## config.mk

```make
export PLATFORM = sky130hd
export DESIGN_NAME = random_delay_counter
export DESIGN_NICKNAME = d
export VERILOG_FILES = /design/src/rtl/reaction_timer_pkg.sv /design/src/rtl/random_delay_counter_lfsr16.sv /design/src/rtl/random_delay_counter.sv
export SDC_FILE = /design/constraint.sdc
export NUM_CORES = 1
export LEC_CHECK = 0
export BUFFER_PORTS_ARGS = -buffer_cell sky130_fd_sc_hd__buf_2
export CAP_MARGIN = 20
export CELL_PAD_IN_SITES_DETAIL_PLACEMENT = 0
export CELL_PAD_IN_SITES_GLOBAL_PLACEMENT = 1
export CORE_UTILIZATION = 45
export DETAILED_ROUTE_END_ITERATION = 12
export HOLD_SLACK_MARGIN = 0.05
export PLACE_DENSITY_LB_ADDON = 0.1
export SLEW_MARGIN = 40
export SYNTH_ARGS = -nofsm -noshare
export SYNTH_HDL_FRONTEND = slang
export SYNTH_SLANG_ARGS = --single-unit
```

## constraint.sdc

```tcl
create_clock -name CLK -period 2.7 [get_ports CLK]
set_input_delay 0.54 -clock CLK [delete_from_list [all_inputs] [get_ports CLK]]
set_output_delay 0.54 -clock CLK [all_outputs]
set_load 0.1 [all_outputs]
```

## src/rtl/reaction_timer_pkg.sv

```systemverilog
// -----------------------------------------------------------------------------
// reaction_timer_pkg
// Shared types and constants for the reaction-timer delay engine:
//   - dc_state_t  : delay-counter state encoding (IDLE/COUNT/DONE), 2 bits
//   - LFSR_W      : width of the pseudo-random generator
//   - LFSR_TAPS   : feedback tap mask for taps 16,14,13,11
//   - LFSR_SEED_DEFAULT : reset value of the generator (nonzero)
//   - calc_div / calc_presc_w : prescaler divide ratio and counter width
// -----------------------------------------------------------------------------
package reaction_timer_pkg;

  typedef enum logic [1:0] {
    ST_IDLE  = 2'd0,
    ST_COUNT = 2'd1,
    ST_DONE  = 2'd2
  } dc_state_t;

  localparam int              LFSR_W            = 16;
  localparam logic [LFSR_W-1:0] LFSR_TAPS         = 16'hB400;
  localparam logic [LFSR_W-1:0] LFSR_SEED_DEFAULT = 16'hACE1;

  // Clocks per countdown tick.
  function automatic int calc_div(input int clk_hz, input int tick_hz);
    return clk_hz / tick_hz;
  endfunction

  // Bits needed for a prescaler counting 0..DIV-1 (DIV >= 2 gives >= 1 bit).
  function automatic int calc_presc_w(input int clk_hz, input int tick_hz);
    return $clog2(calc_div(clk_hz, tick_hz));
  endfunction

endpackage

```

## src/rtl/random_delay_counter_lfsr16.sv

```systemverilog
// -----------------------------------------------------------------------------
// lfsr16
// Free-running 16-bit Fibonacci LFSR (taps 16,14,13,11). Steps on every clock.
// An all-zero state would lock the register, so it reloads SEED instead.
// Ports:
//   CLK    in   system clock, rising edge
//   RST_N  in   asynchronous active-low reset (loads SEED)
//   value  out  low OUT_W bits of the current LFSR state
// -----------------------------------------------------------------------------
module lfsr16
  import reaction_timer_pkg::*;
#(
  parameter logic [LFSR_W-1:0] SEED  = LFSR_SEED_DEFAULT,
  parameter int                OUT_W = 12
) (
  input  logic             CLK,
  input  logic             RST_N,
  output logic [OUT_W-1:0] value
);

  logic [LFSR_W-1:0] state_q;
  logic [LFSR_W-1:0] state_d;
  logic              feedback;

  always_comb begin
    feedback = ^(state_q & LFSR_TAPS);
    if (state_q == '0) begin
      state_d = SEED;
    end else begin
      state_d = {state_q[LFSR_W-2:0], feedback};
    end
  end

  // NOTE: registers are written with non-blocking (<=) so every flop samples
  // the pre-edge values, independent of process evaluation order.
  always_ff @(posedge CLK or negedge RST_N) begin
    if (!RST_N) begin
      state_q <= SEED;
    end else begin
      state_q <= state_d;
    end
  end

  assign value = state_q[OUT_W-1:0];

endmodule

```

## src/rtl/random_delay_counter.sv

```systemverilog
// -----------------------------------------------------------------------------
// random_delay_counter
// Delay-countdown engine for the reaction timer. On DC_EN in IDLE it latches a
// pseudo-random delay (MIN_MS + LFSR low bits), counts it down in TICK_HZ
// ticks while DC_EN is high (pausing while low), then holds DC_DONE until
// DC_CLR. DC_CLR has priority over DC_EN in every state.
//
// Build option: define RANDOM_DELAY_FIXED_EN to load exactly MIN_MS every
// time; the LFSR is then not instantiated.
//
// Ports:
//   CLK       in   system clock, rising edge
//   RST_N     in   asynchronous active-low reset
//   DC_CLR    in   synchronous clear from the controller (level)
//   DC_EN     in   count enable from the controller (level)
//   DC_DONE   out  delay expired; registered, held until clear
//   BUSY      out  countdown loaded and not yet expired
//   DELAY_MS  out  delay latched at load, held until the next clear
// -----------------------------------------------------------------------------
module random_delay_counter
  import reaction_timer_pkg::*;
#(
  parameter int                CLK_HZ     = 50000000,
  parameter int                TICK_HZ    = 1000,
  parameter int                MIN_MS     = 1000,
  parameter int                RANGE_BITS = 12,
  parameter int                CNT_W      = 14,
  parameter logic [LFSR_W-1:0] LFSR_SEED  = LFSR_SEED_DEFAULT
) (
  input  logic             CLK,
  input  logic             RST_N,
  input  logic             DC_CLR,
  input  logic             DC_EN,
  output logic             DC_DONE,
  output logic             BUSY,
  output logic [CNT_W-1:0] DELAY_MS
);

  localparam int                 DIV        = calc_div(CLK_HZ, TICK_HZ);
  localparam int                 PRESC_W    = calc_presc_w(CLK_HZ, TICK_HZ);
  localparam logic [PRESC_W-1:0] PRESC_LAST = PRESC_W'(DIV - 1);
  localparam logic [CNT_W-1:0]   MIN_CNT    = CNT_W'(MIN_MS);

  dc_state_t          state_q, state_d;
  logic [CNT_W-1:0]   count_q, count_d;
  logic [PRESC_W-1:0] presc_q, presc_d;
  logic [CNT_W-1:0]   delay_q, delay_d;
  logic               done_q,  done_d;
  logic               busy_q,  busy_d;
  logic [CNT_W-1:0]   load_value;

`ifdef RANDOM_DELAY_FIXED_EN
  assign load_value = MIN_CNT;
`else
  logic [RANGE_BITS-1:0] lfsr_rand;

  lfsr16 #(
    .SEED  (LFSR_SEED),
    .OUT_W (RANGE_BITS)
  ) u_lfsr (
    .CLK   (CLK),
    .RST_N (RST_N),
    .value (lfsr_rand)
  );

  // Random span is zero-extended onto the minimum; CNT_W is sized to hold it.
  assign load_value = MIN_CNT + CNT_W'(lfsr_rand);
`endif

  always_comb begin
    // NOTE: every variable gets a hold value first so no path through the
    // case/if leaves it unassigned, which would infer a latch.
    state_d = state_q;
    count_d = count_q;
    presc_d = presc_q;
    delay_d = delay_q;
    done_d  = done_q;
    busy_d  = busy_q;

    if (DC_CLR) begin
      state_d = ST_IDLE;
      count_d = '0;
      presc_d = '0;
      delay_d = '0;
      done_d  = 1'b0;
      busy_d  = 1'b0;
    end else begin
      unique case (state_q)
        ST_IDLE: begin
          if (DC_EN) begin
            delay_d = load_value;
            count_d = load_value;
            presc_d = '0;
            busy_d  = 1'b1;
            state_d = ST_COUNT;
          end
        end
        ST_COUNT: begin
          // DC_EN low simply holds prescaler and count (pause).
          if (DC_EN) begin
            if (presc_q == PRESC_LAST) begin
              presc_d = '0;
              count_d = count_q - CNT_W'(1);
              if (count_q == CNT_W'(1)) begin
                done_d  = 1'b1;
                busy_d  = 1'b0;
                state_d = ST_DONE;
              end
            end else begin
              presc_d = presc_q + PRESC_W'(1);
            end
          end
        end
        ST_DONE: begin
          // Latched until DC_CLR; DC_EN cannot retrigger.
        end
        default: begin
          state_d = ST_IDLE;
        end
      endcase
    end
  end

  always_ff @(posedge CLK or negedge RST_N) begin
    if (!RST_N) begin
      state_q <= ST_IDLE;
      count_q <= '0;
      presc_q <= '0;
      delay_q <= '0;
      done_q  <= 1'b0;
      busy_q  <= 1'b0;
    end else begin
      state_q <= state_d;
      count_q <= count_d;
      presc_q <= presc_d;
      delay_q <= delay_d;
      done_q  <= done_d;
      busy_q  <= busy_d;
    end
  end

  // Outputs come straight from flops: DC_DONE feeds an edge detector on the
  // controller and must never glitch through combinational input paths.
  assign DC_DONE  = done_q;
  assign BUSY     = busy_q;
  assign DELAY_MS = delay_q;

endmodule

```

-- After elaboration in Yosys (flattened, before gate mapping)
Cells that the tools add are included.
- ROM bits: 0
- register bits after elaboration: 64
- output and inout bits: 16
- bits of input ports: 4
- memories kept: 0
- memory bits (writable): 0
- logic and storage cells: 64
- bits in latches: 0
- shift-type cells: 0
- reduce and logical (&&, ||, !) cells: 15
- $mul: 0
- add/subtract/negate cells: 3
- mux-type cells: 30
- eq/ne operators: 9
- bitwise operators: 0
- $lt $le $gt $ge: 0
- divide/modulo/power cells: 0
- operators with widths (cell ; count):
    two-way mux 14 bit ; 6
    two-way mux 16 bit ; 5
    case mux 16 bit (2 select lines) ; 1
    case mux 14 bit (2 select lines) ; 1
    adder 16 x 1 -> 16 bit, second input constant ; 1
    == test 16 bit, second input constant ; 1
    zero test 16 bit ; 1
    XOR reduction 16 bit ; 1
    == test 14 x 1 -> 1 bit, second input constant ; 1
    subtractor 14 x 1 -> 14 bit, second input constant ; 1
    adder 10 x 12 -> 13 bit, first input constant ; 1
    != test 3 bit, second input constant ; 4
    two-way mux 1 bit ; 10
    two-way mux 2 bit ; 5
    AND reduction 5 bit ; 2
    nonzero test 2 bit ; 5
    AND reduction 4 bit ; 2
    case mux 2 bit (3 select lines) ; 1
    AND reduction 3 bit ; 1
    nonzero test 3 bit ; 1
    == test 2 x 1 -> 1 bit, second input constant ; 1
    == test 2 bit, second input constant ; 1
    zero test 2 bit ; 1
    != test 2 bit, second input constant ; 1
    other kinds (2) ; 2

-- Depth between registers and ports, before layout
Gate-level depths: netlist (run 1).
- word-level depth: 6
- depth in mapped cells: 7

-- By module
Synthesis (run 1) repeated with hierarchy kept, for this count alone.
- cell total of the unflattened synthesis: 358
- area, all modules: 3407.0 um2
- modules (own cells, without submodules) (module ; area each (um2) ; times used ; cells an instance):
    random_delay_counter ; 2685.1 ; 1 ; 296
    lfsr16 ; 721.9 ; 1 ; 62

-- Worst setup path before layout (run 1)
No wires, ideal clock.
- path kind: register to register
- from: reg count_q[4]
- to: reg count_q[9]
- buffers on the path: 0
- setup time: 0.066 ns
- required time: 2.634 ns
- setup slack: 0.805 ns
- stages on the path, launching flop included: 6
- arrival time: 1.829 ns
- cells stage by stage: dfrtp_1 or3_4 or4_4 or4_1 o21ai_1 a32o_2
- cells in the longest elaborated chain, start to end: 5
- ends and longest elaborated chain (item ; RTL line ; text):
    from (decl) ; random_delay_counter.sv:45 ; logic [CNT_W-1:0] count_q, count_d;
    from (signal assigned) ; random_delay_counter.sv:134 ; count_q <= count_d;
    subtractor 14 x 1 -> 14 bit ; random_delay_counter.sv:103 ; count_d = count_q - CNT_W'(1);
    two-way mux 14 bit ; random_delay_counter.sv:101 ; if (presc_q == PRESC_LAST) begin
    two-way mux 14 bit ; random_delay_counter.sv:100 ; if (DC_EN) begin
    case mux 14 bit (2 select lines) ; random_delay_counter.sv:88 ; unique case (state_q)
    two-way mux 14 bit ; random_delay_counter.sv:80 ; if (DC_CLR) begin
No other way between the ends. The select of a mux whose other input is x is not followed.
A chain may end at the register's enable or synchronous reset.

-- Worst setup path in the final report (run 1)
- from: reg count_q[0]
- to: reg count_q[12]
Same word-level chain as after synthesis.

==> results of run 1 <==
## path summary, 6_finish.rpt
| path | endpoint | slack (ns) | cells after the start |
|---|---|---|---|
| worst min register to register | u_lfsr.state_q[8] | 0.42 | 0 |
| max in group asynchronous | u_lfsr.state_q[7] | 1.87 | 2 |
| worst max register to register | count_q[12] | 0.37 | 7 |
| min in group CLK | u_lfsr.state_q[8] | 0.42 | 0 |
| worst min-delay path | count_q[9] | 0.16 | 1 |
| worst max-delay path | count_q[12] | 0.37 | 7 |
## flip-flops by register name, summed over array words and instances (netlist names)
signal and flops:
BUSY 1, DC_DONE 1, DELAY_MS 13, count_q 14, presc_q 16, state_q 2, u_lfsr.state_q 16
## power groups by stage
stage / clock network [mW] / registers (mW) / logic (mW)
floorplan: 0 / 1.10 / 0.157
global placement: 0 / 1.02 / 0.337
detailed placement: 0 / 1.02 / 0.335
CTS: 0.813 / 1.01 / 0.337
global route: 0.858 / 1.01 / 0.366
finish: 0.792 / 1.01 / 0.335
## area by class of cell
| class | count | share of cell area (%) |
|---|---|---|
| clock buffers | 10 | 3.60 |
| clock inverters | 6 | 1.73 |
| inverters | 6 | 0.635 |
| multi-input cells | 247 | 41.3 |
| flip-flops and latches | 63 | 44.7 |
| well taps | 96 | 3.39 |
| repair buffers | 26 | 4.59 |
## layout by cell type, fill, tap and decap left out, types with 2 or more instances in the layout
cell	n
a32o_1	3
ha_1	5
xnor2_1	9
nor3b_1	3
or4_1	2
nor4b_1	2
clkinv_2	3
clkbuf_8	9
dfrtp_1	55
nor2_1	48
inv_1	6
o21ai_0	22
nor2b_1	2
dfstp_2	8
nand4_1	10
buf_2	18
xor2_1	12
nor4_1	6
and4_1	2
a21oi_1	18
a211oi_1	5
nand3_1	14
nand2b_1	5
or2_2	8
nand2_1	27
or3_1	4
buf_4	7
and3_1	6
nor3_1	7
## worst max-delay path, stage by stage, from the launching register on
cell,delay (ns)
dfrtp_1,0.43
inv_1,0.14
ha_1,0.26
nor4b_1,0.57
nand2b_1,0.17
nor3_1,0.31
nand2_1,0.09
a32o_1,0.26
## metrics by stage
stage / instance area (um^2) / instances
floorplan: 3150 / 335
global placement: 3360 / 438
detailed placement: 3360 / 438
CTS: 3550 / 454
global route: 3550 / 454
finish: 3550 / 454
## logic make-up (layout without fill, tap and decap cells)
| family | Yosys count | after routing | share of synthesized area (%) |
|---|---|---|---|
| and+or+nand+nor | 152 | 152 | 24.5 |
| AOI/OAI and AO/OA | 67 | 67 | 13.7 |
| other | 1 | 1 | 0.119 |
| adders and majority gates | 5 | 5 | 1.99 |
| muxes | 1 | 1 | 0.318 |
| buffers and inverters | 25 | 48 | 3.14 |
| xor gates and xnor gates | 21 | 21 | 5.84 |
| DFF | 63 | 63 | 50.4 |
## routing by layer
metal	part of all wire, %	up-vias
met4	1.6	0
li1	-	1231
met5	0	-
met2	47	44
met1	49	1208
met3	2.7	10
==> metrics.txt, run 1 <==
CTS tree=done; crit path kind=register to register; CORE AREA=0.00679 mm^2; grt met3 use=4.62%; post-DR vias/cell=around 5.5; largest net degree at the start of global routing=44; die width=between 80 and 90 um; CP endpoint kind=register; clk_skew=about 0.013 ns; gr busiest metal=met2; mean post-synth cell area=9.40 um^2; Tcrit/Tclk final=just under 90%; top cells by count, synth=dfrtp_1 (55), nor2_1 (48), nand2_1 (27); max-slew violation count=0; Final Hold Fails=0; # hold bufs at CTS=0; cells after synthesis=between 300 and 400; Congestion Overflow GR=0; PwrDens=between 600 and 700 mW/mm^2; via count=2493; num rows=30; crit path DAT=around 2.6 ns; # clock sinks=between 60 and 70; sw frac=30.1%; DIE AREA=about 0.0073 mm^2; final worst slack=roughly 0.37 ns; setup tns final=0 ns; crit path launch=count_q[0]; crit-path max FO=5; post-synth top area cell=dfrtp_1; Post-Syn Area=between 0.003 and 0.004 mm^2; Gate power share=between 10% and 20%; vias in the first global route=2394; Hold Slack=about 0.16 ns; Port Buf Inserts=18; Starting Density=a little under half; Main synth FF type=dfrtp_1; RR Startpoint=count_q[0]; # resized after CTS=0; crit start category=register; First DRT Iteration DRCs=approximately 190; die height=approximately 86 um; Routed Antenna Nets=0; number of synthesized flops with an enable pin=0; proportion of synthesized flip-flops having asynchronous set or reset=100%; All-Layer GR Usage=22.0%; YS warnings=0; FILL cells=656; Setup violations, final=0; cell with the most instances after synthesis=dfrtp_1; Area growth, synth to finish=12.5%; outcome=finished with violations; I/O Pins=20; M2 GR Usage=about a third; register bit count reported by yosys=between 60 and 70; failing checks=design-rule violations; post-DR wirelength/cell=around 16 um; sequential share of the synthesized area=50.4%; # diodes=0; Reg power frac=a little under half; postcts setup bufs=0; Num CTS Buffers=9; clock latency at the later pin of the worst-skew pair=0.34 ns; Area contributors post-synth=dfrtp_1 (44%), dfstp_2 (6.7%), nor2_1 (5.7%); WP data required=2.93 ns; drt pass-1 iters=8; FMAX=between 400 and 500 MHz; initial antenna violation count=0; RSZ-0062 raised after global routing=false; layout cells sized above 1=17.6%; Final #Nets=362; H-tree levels=3; max_cap viols=0; Period minus WS final=~2.3 ns; Peak VDD IR=0.270 mV; clock buffer depth=2; Multi-input gate area=~0.0015 mm^2; Total Wirelength=7390 um; slew margin rel.=about 56%; detailed-route DRC error count=1; Cell variety after synth=between 50 and 60; P_int=1.49 mW; Root Driver=clkbuf_8; Mapped Nets=around 340; first-pass GRT wire length=12400 um; pre-CTS WS=about 0.4 ns; Reg clk slew, reported paths=0.07 ns; dpl hpwl=5240 um; switching power=approximately 0.64 mW; Hold WC Path Type=input pin to async pin; gpl congestion=roughly 0.81; Clk pwr share=between 30% and 40%; final core occ=a little over half; worst-margin pin slew=between 0.6 and 0.7 ns; share of the synthesized area in the top cell type=around 44%; Tot Pwr=2.13 mW; leak pwr=approximately 1.5 nW; Seq. cell area=roughly 0.0016 mm^2; met1 Resource Use GR=a little under a third
Power figures use the tool's default switching activity.
==> run 2, diff against run 1 <==
--- a/config.mk
+++ b/config.mk
@@ -16,4 +16,5 @@
 export SLEW_MARGIN = 40
 export SYNTH_ARGS = -nofsm -noshare
 export SYNTH_HDL_FRONTEND = slang
+export SYNTH_HIERARCHICAL = 1
 export SYNTH_SLANG_ARGS = --single-unit
==> metrics.txt, run 2 <==
clock buffer depth=2 (unchanged); Routed Antenna Nets=0 (unchanged); cell total after placement=447 (+2.1%); mean post-synth cell area=9.52 um^2 (+1.2%); initial antenna violation count=0 (unchanged); Hold WC Path Type=input pin to async pin; detailed-route DRC error count=0 (-1); Post-Layout Cell Count=462 (+1.8%); crit start category=register; clock latency at the later pin of the worst-skew pair=0.34 ns (about the same); Total Wirelength=8010 um (+8.4%); proportion of synthesized flip-flops having asynchronous set or reset=100% (unchanged); first-pass GRT wire length=13000 um (+4.7%); cell depth of the worst setup path=6 (-1); Buf+Inv Stages, Crit Path=0 (-1); Post-Syn Area=0.00341 mm^2 (+8.1%); Final Cell Area=0.00368 mm^2 (+3.7%); Root Driver=clkbuf_8; commonest non-fill, non-tap cell in the layout=dfrtp_1; Cell variety after synth=57 (+3.6%); Hold Slack=0.210 ns (+0.0501 ns); DIE AREA=0.00792 mm^2 (+7.9%); die height=89.0 um (+3.9%); largest net degree at the start of global routing=28 (-36%); share of the synthesized area in the top cell type=40.4% (-3.3 points); First DRT Iteration DRCs=134 (-28%); # clock sinks=63 (unchanged); Crit-path slowest cell=dfrtp_1; Num CTS Buffers=9 (unchanged); post-DR vias/cell=5.85 (+6.6%); most frequent cells in the layout=dfrtp_1 (55), o21ai_0 (39), nand2_1 (31), nor2_1 (21), buf_2 (18); Worst Reg2Reg Path Length in Cells=6 (-1); dpl hpwl=5510 um (+5.1%); post-DR wirelength/cell=17.3 um (+6.5%); cells after synthesis=358 (+6.9%); top cells by count, synth=dfrtp_1 (55), o21ai_0 (39), nand2_1 (31); number of synthesized flops with an enable pin=0 (unchanged); crit-path max FO=16 (+11); # resized after CTS=0 (unchanged); worst r2r dst=count_q[1]; postcts setup bufs=0 (unchanged); die width=89.0 um (+3.9%); crit path launch=presc_q[0]; worst path cell trace=ha_1 -> and4b_1 -> a41o_2 -> nand2_1 -> or3_1 -> o21ai_0; layout cells sized above 1=15.7% (-1.9 points); # diodes=0 (unchanged); gpl congestion=0.817 (+1.5%); Starting Density=46.7% (+0.35 points); num rows=31 (+3.3%); Final Hold Fails=0 (unchanged); clk_skew=0.00976 ns (-0.00373 ns); Mapped Nets=367 (+6.7%); worst-margin pin slew=0.655 ns (+0.00927 ns); drt pass-1 iters=4 (-4); Peak VDD IR=0.340 mV (+26%); setup tns final=0 ns (unchanged); I/O Pins=20 (unchanged); Main synth FF type=dfrtp_1; CORE AREA=0.00729 mm^2 (+7.3%); Final #Nets=368 (+1.7%); Reg clk slew, reported paths=0.07 ns (about the same); Area contributors post-synth=dfrtp_1 (40%), dfstp_2 (6.2%), o21ai_0 (5.7%); RSZ-0062 raised after global routing=false; WP data required=2.95 ns (+0.02 ns); PwrDens=594 mW/mm^2 (-1.3%); Crit path max-delay family=simple AND/OR/NAND/NOR gates; FMAX=456 MHz (+6.4%); Tcrit/Tclk final=81.2% (-5.2 points); r2r setup slk=0.51 ns (+0.14 ns); CP Capture Point=count_q[1]; crit path DAT=2.44 ns (-0.12 ns); CTS tree=done; Area growth, synth to finish=7.93%; Tot Pwr=2.18 mW (+2.3%); Congestion Overflow GR=0 (unchanged); leak pwr=1.57 nW (+1.7%); sequential share of the synthesized area=46.6% (-3.8 points); Period minus WS final=2.19 ns (-0.141 ns); area post-placement=0.00348 mm^2 (+3.7%); YS warnings=6 (+6); outcome=finished, final reports clean; CP peak stage delay=0.41 ns (-0.16 ns); max_cap viols=0 (unchanged); Setup violations, final=0 (unchanged); vias in the first global route=2498 (+4.3%); Port Buf Inserts=18 (unchanged); crit path kind=register to register; max-slew violation count=0 (unchanged); cell with the most instances after synthesis=dfrtp_1; All-Layer GR Usage=22.0% (-0.095 points); post-synth top area cell=dfrtp_1; H-tree levels=3 (unchanged); via count=2704 (+8.5%); largest registers=presc_q: 16 flops, u_lfsr/state_q: 16 flops, count_q: 14 flops; slew margin rel.=55.9% (-0.41 points); register bit count reported by yosys=63 (unchanged); CP endpoint kind=register; # hold bufs at CTS=0 (unchanged); RR Startpoint=presc_q[0]
[run 2: final cells by class]
| type | instances | area (um^2) |
|---|---|---|
| well taps | 99 | 124 |
| clock buffers | 12 | 155 |
| fillers | 738 | 3610 |
| inverters | 12 | 45.0 |
| clock inverters | 3 | 42.5 |
| flip-flops and latches | 63 | 1590 |
| repair buffers | 27 | 158 |
| multi-input cells | 246 | 1570 |
[run 2: per-stage QoR]
stage	setup slack, ns	util, %
after floorplan	0.789	-
final	0.508	50.4
after global placement	0.420	47.7
after detailed placement	0.370	47.7
after CTS	0.515	50.4
after global routing	0.354	50.4
[run 2: worst min path at each step]
stage / start / endpoint
detailed placement: u_lfsr/state_q[7] / u_lfsr/state_q[8]
finish: RST_N / presc_q[12]
global placement: u_lfsr/state_q[7] / u_lfsr/state_q[8]
floorplan: RST_N / BUSY
global route: RST_N / presc_q[11]
CTS: RST_N / presc_q[12]
[run 2: cell families after synthesis]
| kind of cell | synth area share, % |
|---|---|
| and+or+nand+nor | 20.2 |
| muxes | 0.918 |
| xor gates and xnor gates | 2.72 |
| other | 0.110 |
| AOI/OAI and AO/OA | 20.2 |
| buffers and inverters | 7.45 |
| DFF | 46.6 |
| adders and majority gates | 1.84 |
[run 2: worst register-to-register path, cell delays in order, from the launching register on]
cell and delay, ns:
dfrtp_1 0.41, ha_1 0.24, and4b_1 0.28, a41o_2 0.39, nand2_1 0.28, or3_1 0.41
o21ai_0 0.09
[run 2: power by group]
| group | internal, mW | switching (mW) |
|---|---|---|
| Sequential | 0.980 | 0.0398 |
| Combinational | 0.0916 | 0.234 |
| Clock | 0.471 | 0.367 |
[run 2: per-layer routing]
metal  track usage [%]  wire [um]  up-vias
li1                  -          -     1312
met1              30.2       3780     1316
met2              34.6       3780       70
met3              4.52        375        6
met4              7.65         73        0
met5                 0          0        -
==> run 3, diff against run 2 <==
--- a/config.mk
+++ b/config.mk
@@ -5,6 +5,7 @@
 export SDC_FILE = /design/constraint.sdc
 export NUM_CORES = 1
 export LEC_CHECK = 0
+export ABC_AREA = 1
 export BUFFER_PORTS_ARGS = -buffer_cell sky130_fd_sc_hd__buf_2
 export CAP_MARGIN = 20
 export CELL_PAD_IN_SITES_DETAIL_PLACEMENT = 0
==> constraint.sdc (replaced) <==
create_clock -name CLK -period 2.3 [get_ports CLK]
set_input_delay 0.46 -clock CLK [delete_from_list [all_inputs] [get_ports CLK]]
set_output_delay 0.46 -clock CLK [all_outputs]
set_load 0.1 [all_outputs]
==> metrics.txt, run 3 <==
slew margin rel.=65.7% (+9.8 points); # clock sinks=63 (unchanged); via count=3020 (+12%); postcts setup bufs=0 (unchanged); WP data required=2.58 ns (-0.37 ns); cell total after placement=582 (+30%); sequential share of the synthesized area=43.5% (-3.1 points); post-synth top area cell=dfrtp_1; Tcrit/Tclk final=85.3% (+4.1 points); Tot Pwr=3.89 mW (+78%); register bit count reported by yosys=63 (unchanged); M2 GR Usage=30.5% (-4.1 points); CP endpoint kind=register; Peak VDD IR=0.663 mV (+95%); cell with the most instances after synthesis=nand2_1; gpl congestion=0.916 (+12%); CP most frequent cell=nand2_1; final core occ=50.1% (-0.28 points); met1 Resource Use GR=33.7% (+3.5 points); First DRT Iteration DRCs=263 (+96%); setup tns final=0 ns (unchanged); dpl hpwl=6260 um (+14%); drt pass-1 iters=5 (+1); largest family of logic cells by synthesized area=simple AND/OR/NAND/NOR gates; Synth Area in XOR/XNOR=2.88% (+0.17 points); Crit-path slowest cell=dfrtp_1; die width=92.0 um (+3.4%); Port Buf Inserts=18 (unchanged); max_cap viols=0 (unchanged); crit path kind=register to register; mean post-synth cell area=7.50 um^2 (-21%); commonest non-fill, non-tap cell in the layout=nand2_1; FMAX=510 MHz (+12%); Setup violations, final=0 (unchanged); initial antenna violation count=0 (unchanged); CP peak stage delay=0.39 ns (-0.02 ns); detailed-route DRC error count=0 (unchanged); Area growth, synth to finish=6.83%; Area contributors post-synth=dfrtp_1 (38%), nand2_1 (13%), nor2_1 (6.6%); Period minus WS final=1.96 ns (-0.231 ns); proportion of synthesized flip-flops having asynchronous set or reset=100% (unchanged); Num CTS Buffers=9 (unchanged); Cell variety after synth=35 (-39%); post-DR vias/cell=5.05 (-14%); CORE AREA=0.00777 mm^2 (+6.5%); worst-margin pin slew=0.515 ns (-0.140 ns); Root Driver=clkbuf_8; clk_skew=0.0110 ns (+0.00126 ns); worst path cell trace=ha_1 -> nand2_1 -> inv_1 -> nand2_1 -> nor2_1 -> nand2_1 -> nand2_2 -> nand2_2 -> nor2_1 -> nand3_1 -> nand2_1; Mapped Nets=495 (+35%); Starting Density=46.9% (+0.22 points); Post-Synth Simple-Gate Area=31.7% (+12 points); RSZ-0062 raised after global routing=false; H-tree levels=3 (unchanged); Hold WC Path Type=input pin to async pin; adder-cell share of the synthesized area=1.72% (-0.12 points); leak pwr=1.89 nW (+20%); PwrDens=998 mW/mm^2 (+68%); Post-Syn Area=0.00365 mm^2 (+7.0%); Final Hold Fails=0 (unchanged); crit-path max FO=22 (+6); gr busiest metal=met1; Synth Area in Compound Gates=8.72% (-11 points); Reg clk slew, reported paths=0.08 ns (about the same); most frequent cells in the layout=nand2_1 (125), nor2_1 (64), dfrtp_1 (55), inv_1 (53), nand3_1 (41); first-pass GRT wire length=14200 um (+9.7%); CTS tree=done; number of synthesized flops with an enable pin=0 (unchanged); num rows=32 (+3.2%); max-slew violation count=0 (unchanged); top cells by count, synth=nand2_1 (125), nor2_1 (64), dfrtp_1 (55); clock buffer depth=2 (unchanged); post-DR wirelength/cell=14.2 um (-18%); cells after synthesis=486 (+36%); share of the synthesized area in the top cell type=37.7% (-2.6 points); All-Layer GR Usage=21.8% (-0.11 points); post-synthesis mux area share=0% (-0.92 points); I/O Pins=20 (unchanged); # resized after CTS=0 (unchanged); Final #Nets=500 (+36%); vias in the first global route=2803 (+12%); Multi-input gate area=0.00165 mm^2 (+5.0%); YS warnings=6 (unchanged); DIE AREA=0.00847 mm^2 (+6.9%); crit path DAT=2.24 ns (-0.20 ns); clock latency at the later pin of the worst-skew pair=0.34 ns (about the same); Post-Layout Cell Count=598 (+29%); # diodes=0 (unchanged); largest registers=presc_q: 16 flops, u_lfsr/state_q: 16 flops, count_q: 14 flops; FILL cells=792 (+7.3%); largest net degree at the start of global routing=44 (+57%); Routed Antenna Nets=0 (unchanged); Main synth FF type=dfrtp_1; # hold bufs at CTS=0 (unchanged); outcome=finished, final reports clean; Total Wirelength=8510 um (+6.2%); Congestion Overflow GR=0 (unchanged); crit start category=register; Seq. cell area=0.00159 mm^2 (unchanged); grt met3 use=3.32% (-1.2 points); die height=92.0 um (+3.4%); layout cells sized above 1=12.5% (-3.2 points)
[run 3: cell count changes after synthesis, sizes merged, moves of 8 or more]
cell	previous run	this run
o21ai	40	24
nand2	31	130
nor2	21	70
inv	12	58
nand3	10	41
clkbuf	17	9
o41ai	8	0
nor4	10	0
[run 3: stage by stage]
step	area, um^2	hold slack (ns)	setup WS (ns)
floorplan	3650	0.164	0.829
global placement	3710	0.425	0.435
detailed placement	3710	0.426	0.349
CTS	3890	0.0955	0.318
global route	3890	0.131	0.0959
finish	3890	0.0869	0.339
[run 3: kinds of logic (layout without fill, tap and decap cells)]
| logic type | after synthesis | in the layout |
|---|---|---|
| simple gates | 263 | 263 |
| compound gates | 56 | 56 |
| other cells | 1 | 1 |
| xor+xnor | 12 | 12 |
| fa+ha+maj | 5 | 5 |
| flops | 63 | 63 |
| buf+inv | 86 | 96 |
[run 3: worst max-delay path, delay by kind of cell, from the launching register on]
| family | cells | cell delay (ns) |
|---|---|---|
| flip-flops | 1 | 0.39 |
| buffers and inverters | 1 | 0.07 |
| AND/OR/NAND/NOR | 9 | 1.23 |
| adder cells (fa/ha/maj) | 1 | 0.19 |
[run 3: area by class of cell]
class,count,share of cell area [%]
clock inverter,7,1.45
inverter,58,5.72
sequential,63,40.7
timing repair buffer,22,3.41
multi-input combinational,337,42.2
tap,102,3.28
clock buffer,9,3.18
[run 3: worst paths after layout]
check | depth (start not counted) | to | start | slack (ns)
setup / recovery | 11 | count_q[10] | presc_q[1] | 0.34
hold / removal | 1 | presc_q[9] | RST_N | 0.09
setup reg to reg | 11 | count_q[10] | presc_q[1] | 0.34
hold reg to reg | 0 | u_lfsr/state_q[8] | u_lfsr/state_q[7] | 0.44
max in group asynchronous | 2 | u_lfsr/state_q[6] | RST_N | 1.55
min in group CLK | 0 | u_lfsr/state_q[8] | u_lfsr/state_q[7] | 0.44
[run 3: routing by layer]
layer	vias up	part of all wire, %
li1	1547	-
met5	-	0
met3	11	4.0
met4	0	1.6
met2	76	41
met1	1386	53
[run 3: power breakdown]
| group | leakage (nW) | internal, mW | switching [mW] |
|---|---|---|---|
| clock network | 0.0906 | 0.404 | 0.486 |
| logic | 0.996 | 0.389 | 1.16 |
| registers | 0.802 | 1.29 | 0.160 |
| total | 1.89 | 2.08 | 1.81 |
